===== src/rtl/basic_computer_pkg.sv =====
// Shared constants for the basic computer timing path: default widths and
// the named timing states T0..T6 that the sequence counter steps through.
package basic_computer_pkg;

  localparam int SC_W = 4;
  localparam int IN_W = 8;

  localparam logic [3:0] T0 = 4'd0;
  localparam logic [3:0] T1 = 4'd1;
  localparam logic [3:0] T2 = 4'd2;
  localparam logic [3:0] T3 = 4'd3;
  localparam logic [3:0] T4 = 4'd4;
  localparam logic [3:0] T5 = 4'd5;
  localparam logic [3:0] T6 = 4'd6;

endpackage


===== src/rtl/sc_watchdog.sv =====
// Stall counter for the sequence counter: once SC has sat at a non-zero
// state for WDOG_LIMIT cycles it forces SC back to T0 and latches a fault.
module sc_watchdog
  import basic_computer_pkg::*;
#(
  parameter int WDOG_LIMIT = 16
) (
  input  logic clk,
  input  logic rst_n,
  input  logic stall_i,
  output logic force_clr_o,
  output logic sc_fault_o
);

  localparam int CNT_W = $clog2(WDOG_LIMIT + 1);

  logic [CNT_W-1:0] cnt_q, cnt_d;
  logic             fault_q, fault_d;

  assign force_clr_o = (cnt_q == CNT_W'(WDOG_LIMIT));
  assign sc_fault_o  = fault_q;

  // Forcing SC to T0 is itself a change of SC, so the count restarts then too.
  always_comb begin
    cnt_d   = '0;
    fault_d = fault_q | force_clr_o;
    if (!force_clr_o && stall_i) begin
      cnt_d = cnt_q + CNT_W'(1);
    end
  end

  always_ff @(posedge clk or negedge rst_n) begin
    if (!rst_n) begin
      cnt_q   <= '0;
      fault_q <= 1'b0;
    end else begin
      cnt_q   <= cnt_d;
      fault_q <= fault_d;
    end
  end

endmodule


===== src/rtl/timing_sequencer.sv =====
// Sequence counter, run flip-flop, R/IEN interrupt flip-flops and FGI/INPR
// input handshake. Define SC_WATCHDOG_EN to add the SC stall watchdog.
module timing_sequencer #(
  parameter int SC_W       = basic_computer_pkg::SC_W,
  parameter int IN_W       = basic_computer_pkg::IN_W,
  parameter int WDOG_LIMIT = 16
) (
  input  logic            clk,
  input  logic            rst_n,
  input  logic            start,
  input  logic            halt,
  input  logic            inc_controller_counter,
  input  logic            clr_controller_counter,
  input  logic            increment_R,
  input  logic            reset_R,
  input  logic            increment_ien,
  input  logic            reset_ien,
  input  logic            clr_fgi,
  input  logic            in_valid,
  input  logic [IN_W-1:0] in_data,
  output logic            in_ready,
  output logic [SC_W-1:0] state_no,
  output logic            op_of_R,
  output logic            op_of_ien,
  output logic            FGI,
  output logic [IN_W-1:0] inpr,
  output logic            run,
  output logic            sc_fault
);
  import basic_computer_pkg::*;

  localparam logic [SC_W-1:0] SC_IDLE = SC_W'(T0);

  logic            run_q, run_d;
  logic [SC_W-1:0] sc_q, sc_d;
  logic            r_q, r_d;
  logic            ien_q, ien_d;
  logic            fgi_q, fgi_d;
  logic [IN_W-1:0] inpr_q, inpr_d;
  logic            wdog_clr;

`ifdef SC_WATCHDOG_EN
  logic stall;

  // A halt or any SC command moves SC, so those cycles do not count as stalls.
  assign stall = run_q && (sc_q != SC_IDLE) && !inc_controller_counter
                 && !clr_controller_counter && !halt;

  sc_watchdog #(
    .WDOG_LIMIT (WDOG_LIMIT)
  ) u_sc_watchdog (
    .clk         (clk),
    .rst_n       (rst_n),
    .stall_i     (stall),
    .force_clr_o (wdog_clr),
    .sc_fault_o  (sc_fault)
  );
`else
  localparam int unused_wdog_limit = WDOG_LIMIT;

  assign wdog_clr = 1'b0;
  assign sc_fault = 1'b0;
`endif

  always_comb begin
    run_d  = run_q;
    sc_d   = sc_q;
    r_d    = r_q;
    ien_d  = ien_q;
    fgi_d  = fgi_q;
    inpr_d = inpr_q;

    if (halt) begin
      run_d = 1'b0;
    end else if (start) begin
      run_d = 1'b1;
    end

    // Commands are only honoured on the cycle after run is already set.
    if (!run_q || halt || wdog_clr || clr_controller_counter) begin
      sc_d = SC_IDLE;
    end else if (inc_controller_counter) begin
      sc_d = sc_q + SC_W'(1);
    end

    if (run_q) begin
      if (reset_R) begin
        r_d = 1'b0;
      end else if (increment_R) begin
        r_d = 1'b1;
      end
      if (reset_R || reset_ien) begin
        ien_d = 1'b0;
      end else if (increment_ien) begin
        ien_d = 1'b1;
      end
    end

    if (in_valid && !fgi_q) begin
      inpr_d = in_data;
      fgi_d  = 1'b1;
    end else if (clr_fgi) begin
      fgi_d = 1'b0;
    end
  end

  always_ff @(posedge clk or negedge rst_n) begin
    if (!rst_n) begin
      run_q  <= 1'b0;
      sc_q   <= SC_IDLE;
      r_q    <= 1'b0;
      ien_q  <= 1'b0;
      fgi_q  <= 1'b0;
      inpr_q <= '0;
    end else begin
      run_q  <= run_d;
      sc_q   <= sc_d;
      r_q    <= r_d;
      ien_q  <= ien_d;
      fgi_q  <= fgi_d;
      inpr_q <= inpr_d;
    end
  end

  assign in_ready  = ~fgi_q;
  assign state_no  = sc_q;
  assign op_of_R   = r_q;
  assign op_of_ien = ien_q;
  assign FGI       = fgi_q;
  assign inpr      = inpr_q;
  assign run       = run_q;

endmodule

===== config.mk =====
export PLATFORM = sky130hd
export DESIGN_NAME = timing_sequencer
export DESIGN_NICKNAME = d
export VERILOG_FILES = /design/src/rtl/basic_computer_pkg.sv /design/src/rtl/sc_watchdog.sv /design/src/rtl/timing_sequencer.sv
export SDC_FILE = /design/constraint.sdc
export NUM_CORES = 1
export LEC_CHECK = 0
export CORE_MARGIN = 5
export CORE_UTILIZATION = 39
export CTS_CLUSTER_DIAMETER = 150
export DETAILED_ROUTE_END_ITERATION = 10
export HOLD_SLACK_MARGIN = 0.08
export PLACE_DENSITY = 0.88
export RECOVER_POWER = 25
export SLEW_MARGIN = 10
export SYNTH_ARGS = -nofsm -noshare
export SYNTH_HDL_FRONTEND = slang
export SYNTH_SLANG_ARGS = --single-unit

===== constraint.sdc =====
create_clock -name clk -period 2.6 [get_ports clk]
set_input_delay 0.52 -clock clk [delete_from_list [all_inputs] [get_ports clk]]
set_output_delay 0.52 -clock clk [all_outputs]
set_load 0.03 [all_outputs]

==> out/metrics.cfg <==
[final_layout]
area_delta_synth_final_pct=59.8
layout_common_cells=clkdlybuf4s50_1 (32), dfrtp_1 (16), mux2_1 (9)
final_common_cell=clkdlybuf4s50_1
num_antenna_cells=0
final_cells=105
nNetsFinal=111
drive_above_1_share_pct=4.55

[pwr]
p_per_area_mw_per_mm2=629
p_comb_share_pct=36.3
clock_power_share_pct=18.1
power_leakage_uw=0.000455
netSwitchingPower_uw=217
sw_frac_of_total_pct=32.4
seqPwrFrac_pct=45.6
internal_power_uw=453
ir_worst_vdd_mv=0.396

[sta]
setup-violations-final=0
rsz0062_at_grt=no
finalHoldViolations=0
tightest_slew_ns=0.707
relSlewSlack_pct=52.7
period_share_pct=76.4
fin_setup_tns_ns=0
fin_skew_ns=0.000718
fmax_mhz=503
fin_crit_ns=1.99
final_max_slew_viol_count=0

[critical_path]
crit_buf_inv=1
cp-end-kind=output port
arrival_ns=1.47
crit_type=register to output port
critPathSlowestCell=clkdlybuf4s50_1
worstPathMaxFanout=9
start_kind=register
crit_chain=clkdlybuf4s50_1
cpPeakStageDelay_ns=0.72
required_ns=2.08
critical-path-top-delay-family=buffers and inverters

[floorplan]
die_h_um=51.4
start_util_pct=39.9
pin_count=38
rows=15
die_area_sq_mm=0.00264
core_sq_mm=0.00167
die_w_um=51.4

[cts]
hold_buffers=0
cts_root_buffer=clkbuf_4
cts-resized-gates=0
clkTransAtPathRegs_ns=0.08
htreeDepth=1
clk_latency_ns=0.27
clockBufferDepth=2
cts_tree=built
cts_buffers=3
post_cts_buffers=0
clock_sinks=16

[yosys]
yosysTopAreaCell=dfrtp_1
synthCells=50
yosysWarnings=0
netlist.area_leader.share_pct=60.0
synthesis.area_sq_um=667
syn_area_per_cell_sq_um=13.3
seq_area_frac_synth_pct=60.0
synthTopCellsByArea=dfrtp_1 (60%), mux2_1 (15%), a21oi_1 (3.0%)
ys_types=20
synth_seq_cells=16
synth_nets=71

[global_routing]
grt_usage_pct=12.0
grt_max_degree=17
grt_overflow=0
grt_pass1_vias=521
antenna_found_initial=0
grt_pass1_wl_um=2330

[placement]
io_buffer_count=36
place_hpwl_um=1290
dp.cells=102
gp_congestion=0.703

[route]
drcViolationCount=0
ant_nets=0
drt_first_pass_iters=1
vias=516
first_iter_violations=0
totalWireLength_um=1540
wire_per_inst_um=14.6
viasPerCell=4.91

[hold_path]
hold_path_class=register to register

[status]
status=complete, no violations

[job]
cap_viol_max_count=0

metal layers:
| layer | track usage, % | share of wire [%] | up-vias |
|---|---|---|---|
| met5 | 0 | 0 | - |
| li1 | - | - | 251 |
| met4 | 6.55 | 0 | 0 |
| met3 | 1.17 | 5.5 | 0 |
| met2 | 21.7 | 56 | 19 |
| met1 | 13.6 | 38 | 246 |
Yosys cell counts:
cell type  count
or3b_1         1
buf_2          1
nor4b_1        1
a21oi_1        4
nor2_1         5
a21bo_1        1
nand4_1        1
xnor2_1        1
nor2b_1        1
inv_1          1
and4bb_1       1
mux2i_1        1
buf_4          1
ha_1           1
mux2_1         9
conb_1         1
dfrtp_1       16
nand3b_1       1
o21a_1         1
o21bai_1       1
worst paths after layout:
check / start / end / slack [ns] / cells past startpoint
min: inpr[7] / inpr[7] / 0.49 / 1
max in group asynchronous: rst_n / run / 1.42 / 1
max: run / run / 0.61 / 1
min in group asynchronous: rst_n / inpr[7] / 0.73 / 1
min reg2reg: inpr[7] / inpr[7] / 0.49 / 1
max reg2reg: FGI / inpr[5] / 1.30 / 3
registers in the layout, indices dropped and copies added (netlist names):
name,flops
op_of_ien,1
run,1
FGI,1
inpr,8
op_of_R,1
state_no,4
cells by family (layout without fill, tap and decap cells):
group	after synthesis	in the layout	share of synthesized area, %
DFF	16	16	60.0
and+or+nand+nor	11	11	10.3
muxes	10	10	16.7
AOI/OAI and AO/OA	7	7	6.76
buffers and inverters	3	41	2.44
adders and majority gates	1	1	1.88
other	1	1	0.562
xor gates and xnor gates	1	1	1.31
power groups by stage:
| stage | sequential [uW] | combinational, uW | clock [uW] |
|---|---|---|---|
| final | 306 | 243 | 121 |
| after global routing | 312 | 254 | 141 |
| after CTS | 307 | 248 | 129 |
| after detailed placement | 312 | 247 | 0 |
| after global placement | 309 | 241 | 0 |
| after floorplan | 383 | 46.3 | 0 |
final cells by class:
| class | instances | area, sq um |
|---|---|---|
| clock buffer | 3 | 22.5 |
| fill | 132 | 604 |
| inverter | 1 | 3.75 |
| multi-input combinational | 31 | 250 |
| sequential | 16 | 400 |
| tap | 17 | 21.3 |
| timing repair buffer | 37 | 368 |
per-stage QoR:
stage / cell area, sq um / total power [uW] / utilization, % / hold slack, ns / worst slack [ns]
floorplan: 667 / 430 / - / 0.224 / 1.34
global placement: 1040 / 550 / 62.5 / 0.469 / 0.762
detailed placement: 1040 / 559 / 62.5 / 0.476 / 0.679
CTS: 1070 / 683 / 63.8 / 0.496 / 0.592
global route: 1070 / 707 / 63.8 / 0.517 / 0.528
finish: 1070 / 670 / 63.8 / 0.487 / 0.614
Note: power is estimated with default switching activity, not from simulation.
==> edit, RTL diff (config.mk and constraints unchanged) <==
Set the package constant `IN_W` to 6 (it was 8).
--- a/src/rtl/basic_computer_pkg.sv
+++ b/src/rtl/basic_computer_pkg.sv
@@ -4,5 +4,5 @@
 
   localparam int SC_W = 4;
-  localparam int IN_W = 8;
+  localparam int IN_W = 6;
 
   localparam logic [3:0] T0 = 4'd0;
Interface: changed (resized in_data and inpr); port bits go from 38 to 34. The function was not compared with the original's and may differ.
==> edit against the original RTL <==
Wire length decreased by 12%; sequential cell count decreased by 2; setup slack got worse by 0.0080 ns; total power decreased by 6.4%; synthesized area decreased by 11%; synthesized cell count decreased by 8.0%; final area decreased by 10%; hold slack improved by 0.021 ns.
==> edit: results (changes against the original RTL) <==
<table>
<tr><th>Metric</th><th>Value</th></tr>
<tr><th colspan="2">Final layout</th></tr>
<tr><td>Fraction of final layout cells with drive strength greater than 1</td><td>0.163 (+0.117)</td></tr>
<tr><td>Total number of nets in the final design</td><td>100 (-9.9%)</td></tr>
<tr><td>Filler cell count in the final layout</td><td>115 (-13%)</td></tr>
<tr><td>Post-route insts no fill</td><td>96 (-8.6%)</td></tr>
<tr><td>Largest register FFs</td><td>6 (-2)</td></tr>
<tr><th colspan="2">Drt</th></tr>
<tr><td>DRT Pass-1 Iters</td><td>2 (+1)</td></tr>
<tr><td>Number of vias per cell</td><td>4.98 (+1.3%)</td></tr>
<tr><td>Wirelength per Cell</td><td>14.1 um (-3.7%)</td></tr>
<tr><th colspan="2">Run status</th></tr>
<tr><td>Status</td><td>finished, final reports clean</td></tr>
<tr><th colspan="2">Global routing</th></tr>
<tr><td>Via count of the first global-routing pass</td><td>463 (-11%)</td></tr>
<tr><td>Number of antenna violations at the first check in global routing</td><td>0 (unchanged)</td></tr>
<tr><td>Wire length of the first global-routing pass</td><td>2.23 mm (-4.5%)</td></tr>
<tr><td>Total routing resource utilization after global routing</td><td>0.119 (-0.000423)</td></tr>
<tr><th colspan="2">Synth</th></tr>
<tr><td>Leading cell types by total area after synthesis</td><td>sky130_fd_sc_hd__dfrtp_1, sky130_fd_sc_hd__mux2_2, sky130_fd_sc_hd__a21oi_1</td></tr>
<tr><td>Synthesized netlist net count</td><td>65 (-8.5%)</td></tr>
<tr><td>List of most frequent post-synthesis cells</td><td>sky130_fd_sc_hd__dfrtp_1, sky130_fd_sc_hd__mux2_2, sky130_fd_sc_hd__nor2_1</td></tr>
<tr><td>Synthesized area per cell</td><td>12.9 um^2 (-3.1%)</td></tr>
<tr><td>Sequential element share of the synthesized area</td><td>0.589 (-0.0109)</td></tr>
<tr><th colspan="2">Pwr</th></tr>
<tr><td>Internal portion of total power</td><td>0.432 mW (-4.8%)</td></tr>
<tr><td>Pleak</td><td>0.406 nW (-11%)</td></tr>
<tr><td>Worst-case vdd ir drop</td><td>0.365 mV (-7.8%)</td></tr>
<tr><th colspan="2">Clock tree</th></tr>
<tr><td>Worst skew pair latency</td><td>0.28 ns</td></tr>
<tr><th colspan="2">Hold path</th></tr>
<tr><td>Class of the tightest hold or removal check</td><td>reg -&gt; reg</td></tr>
<tr><th colspan="2">STA</th></tr>
<tr><td>Post-route clock skew</td><td>0.00473 ns (+0.00401 ns)</td></tr>
<tr><td>Least-Margin Pin Slew</td><td>0.631 ns (-0.0767 ns)</td></tr>
<tr><th colspan="2">Placement</th></tr>
<tr><td>Weighted congestion at the end of routability-driven global placement</td><td>0.704 (+0.17%)</td></tr>
<tr><td>Cell Area, Placed</td><td>922 um^2 (-12%)</td></tr>
<tr><td>Count of port buffers added during placement</td><td>32 (-11%)</td></tr>
<tr><td>Pre-CTS worst setup slack</td><td>0.622 ns (-0.0575 ns)</td></tr>
<tr><td>Placed Instances</td><td>92 (-9.8%)</td></tr>
</table>
edit: kinds of logic (layout without fill, tap and decap cells):
| kind of cell | count (synthesis) | after routing | synth area share |
|---|---|---|---|
| AOI/OAI and AO/OA | 7 | 7 | 0.0758 |
| and+or+nand+nor | 11 | 11 | 0.116 |
| DFF | 14 | 14 | 0.589 |
| muxes | 8 | 8 | 0.149 |
| other | 1 | 1 | 0.00631 |
| xor gates and xnor gates | 1 | 1 | 0.0147 |
| adders and majority gates | 1 | 1 | 0.0210 |
| buffers and inverters | 3 | 37 | 0.0274 |
edit: power by group through the flow:
stage	sequential (mW)	clock (mW)	combinational, mW
detailed placement	0.269	0	0.210
floorplan	0.328	0	0.0455
global placement	0.268	0	0.204
finish	0.264	0.157	0.206
CTS	0.265	0.159	0.210
global route	0.269	0.174	0.217
edit: layout make-up:
cell class / count / area (um^2) / area share
tap: 16 / 20.0 / 0.0209
clock buffer: 4 / 36.3 / 0.0379
inverter: 1 / 3.75 / 0.00392
multi-input combinational: 29 / 228 / 0.238
timing repair buffer: 32 / 320 / 0.334
sequential: 14 / 350 / 0.366
edit: path summary, 6_finish.rpt:
kind,startpoint,to,slack (ns),cells after the start
min in group asynchronous,rst_n,op_of_R,0.69,1
max in group asynchronous,rst_n,inpr[4],1.50,1
worst max-delay path,run,run,0.61,1
worst max register to register,FGI,inpr[5],1.20,2
worst min-delay path,inpr[4],inpr[4],0.51,1
worst min register to register,inpr[4],inpr[4],0.51,1
edit: metal layers:
metal	share of wire	GRT usage	vias up
met5	0	0	-
met4	0.014	0.0673	0
met3	0.091	0.0398	2
met2	0.48	0.185	20
met1	0.41	0.143	230
li1	-	-	226
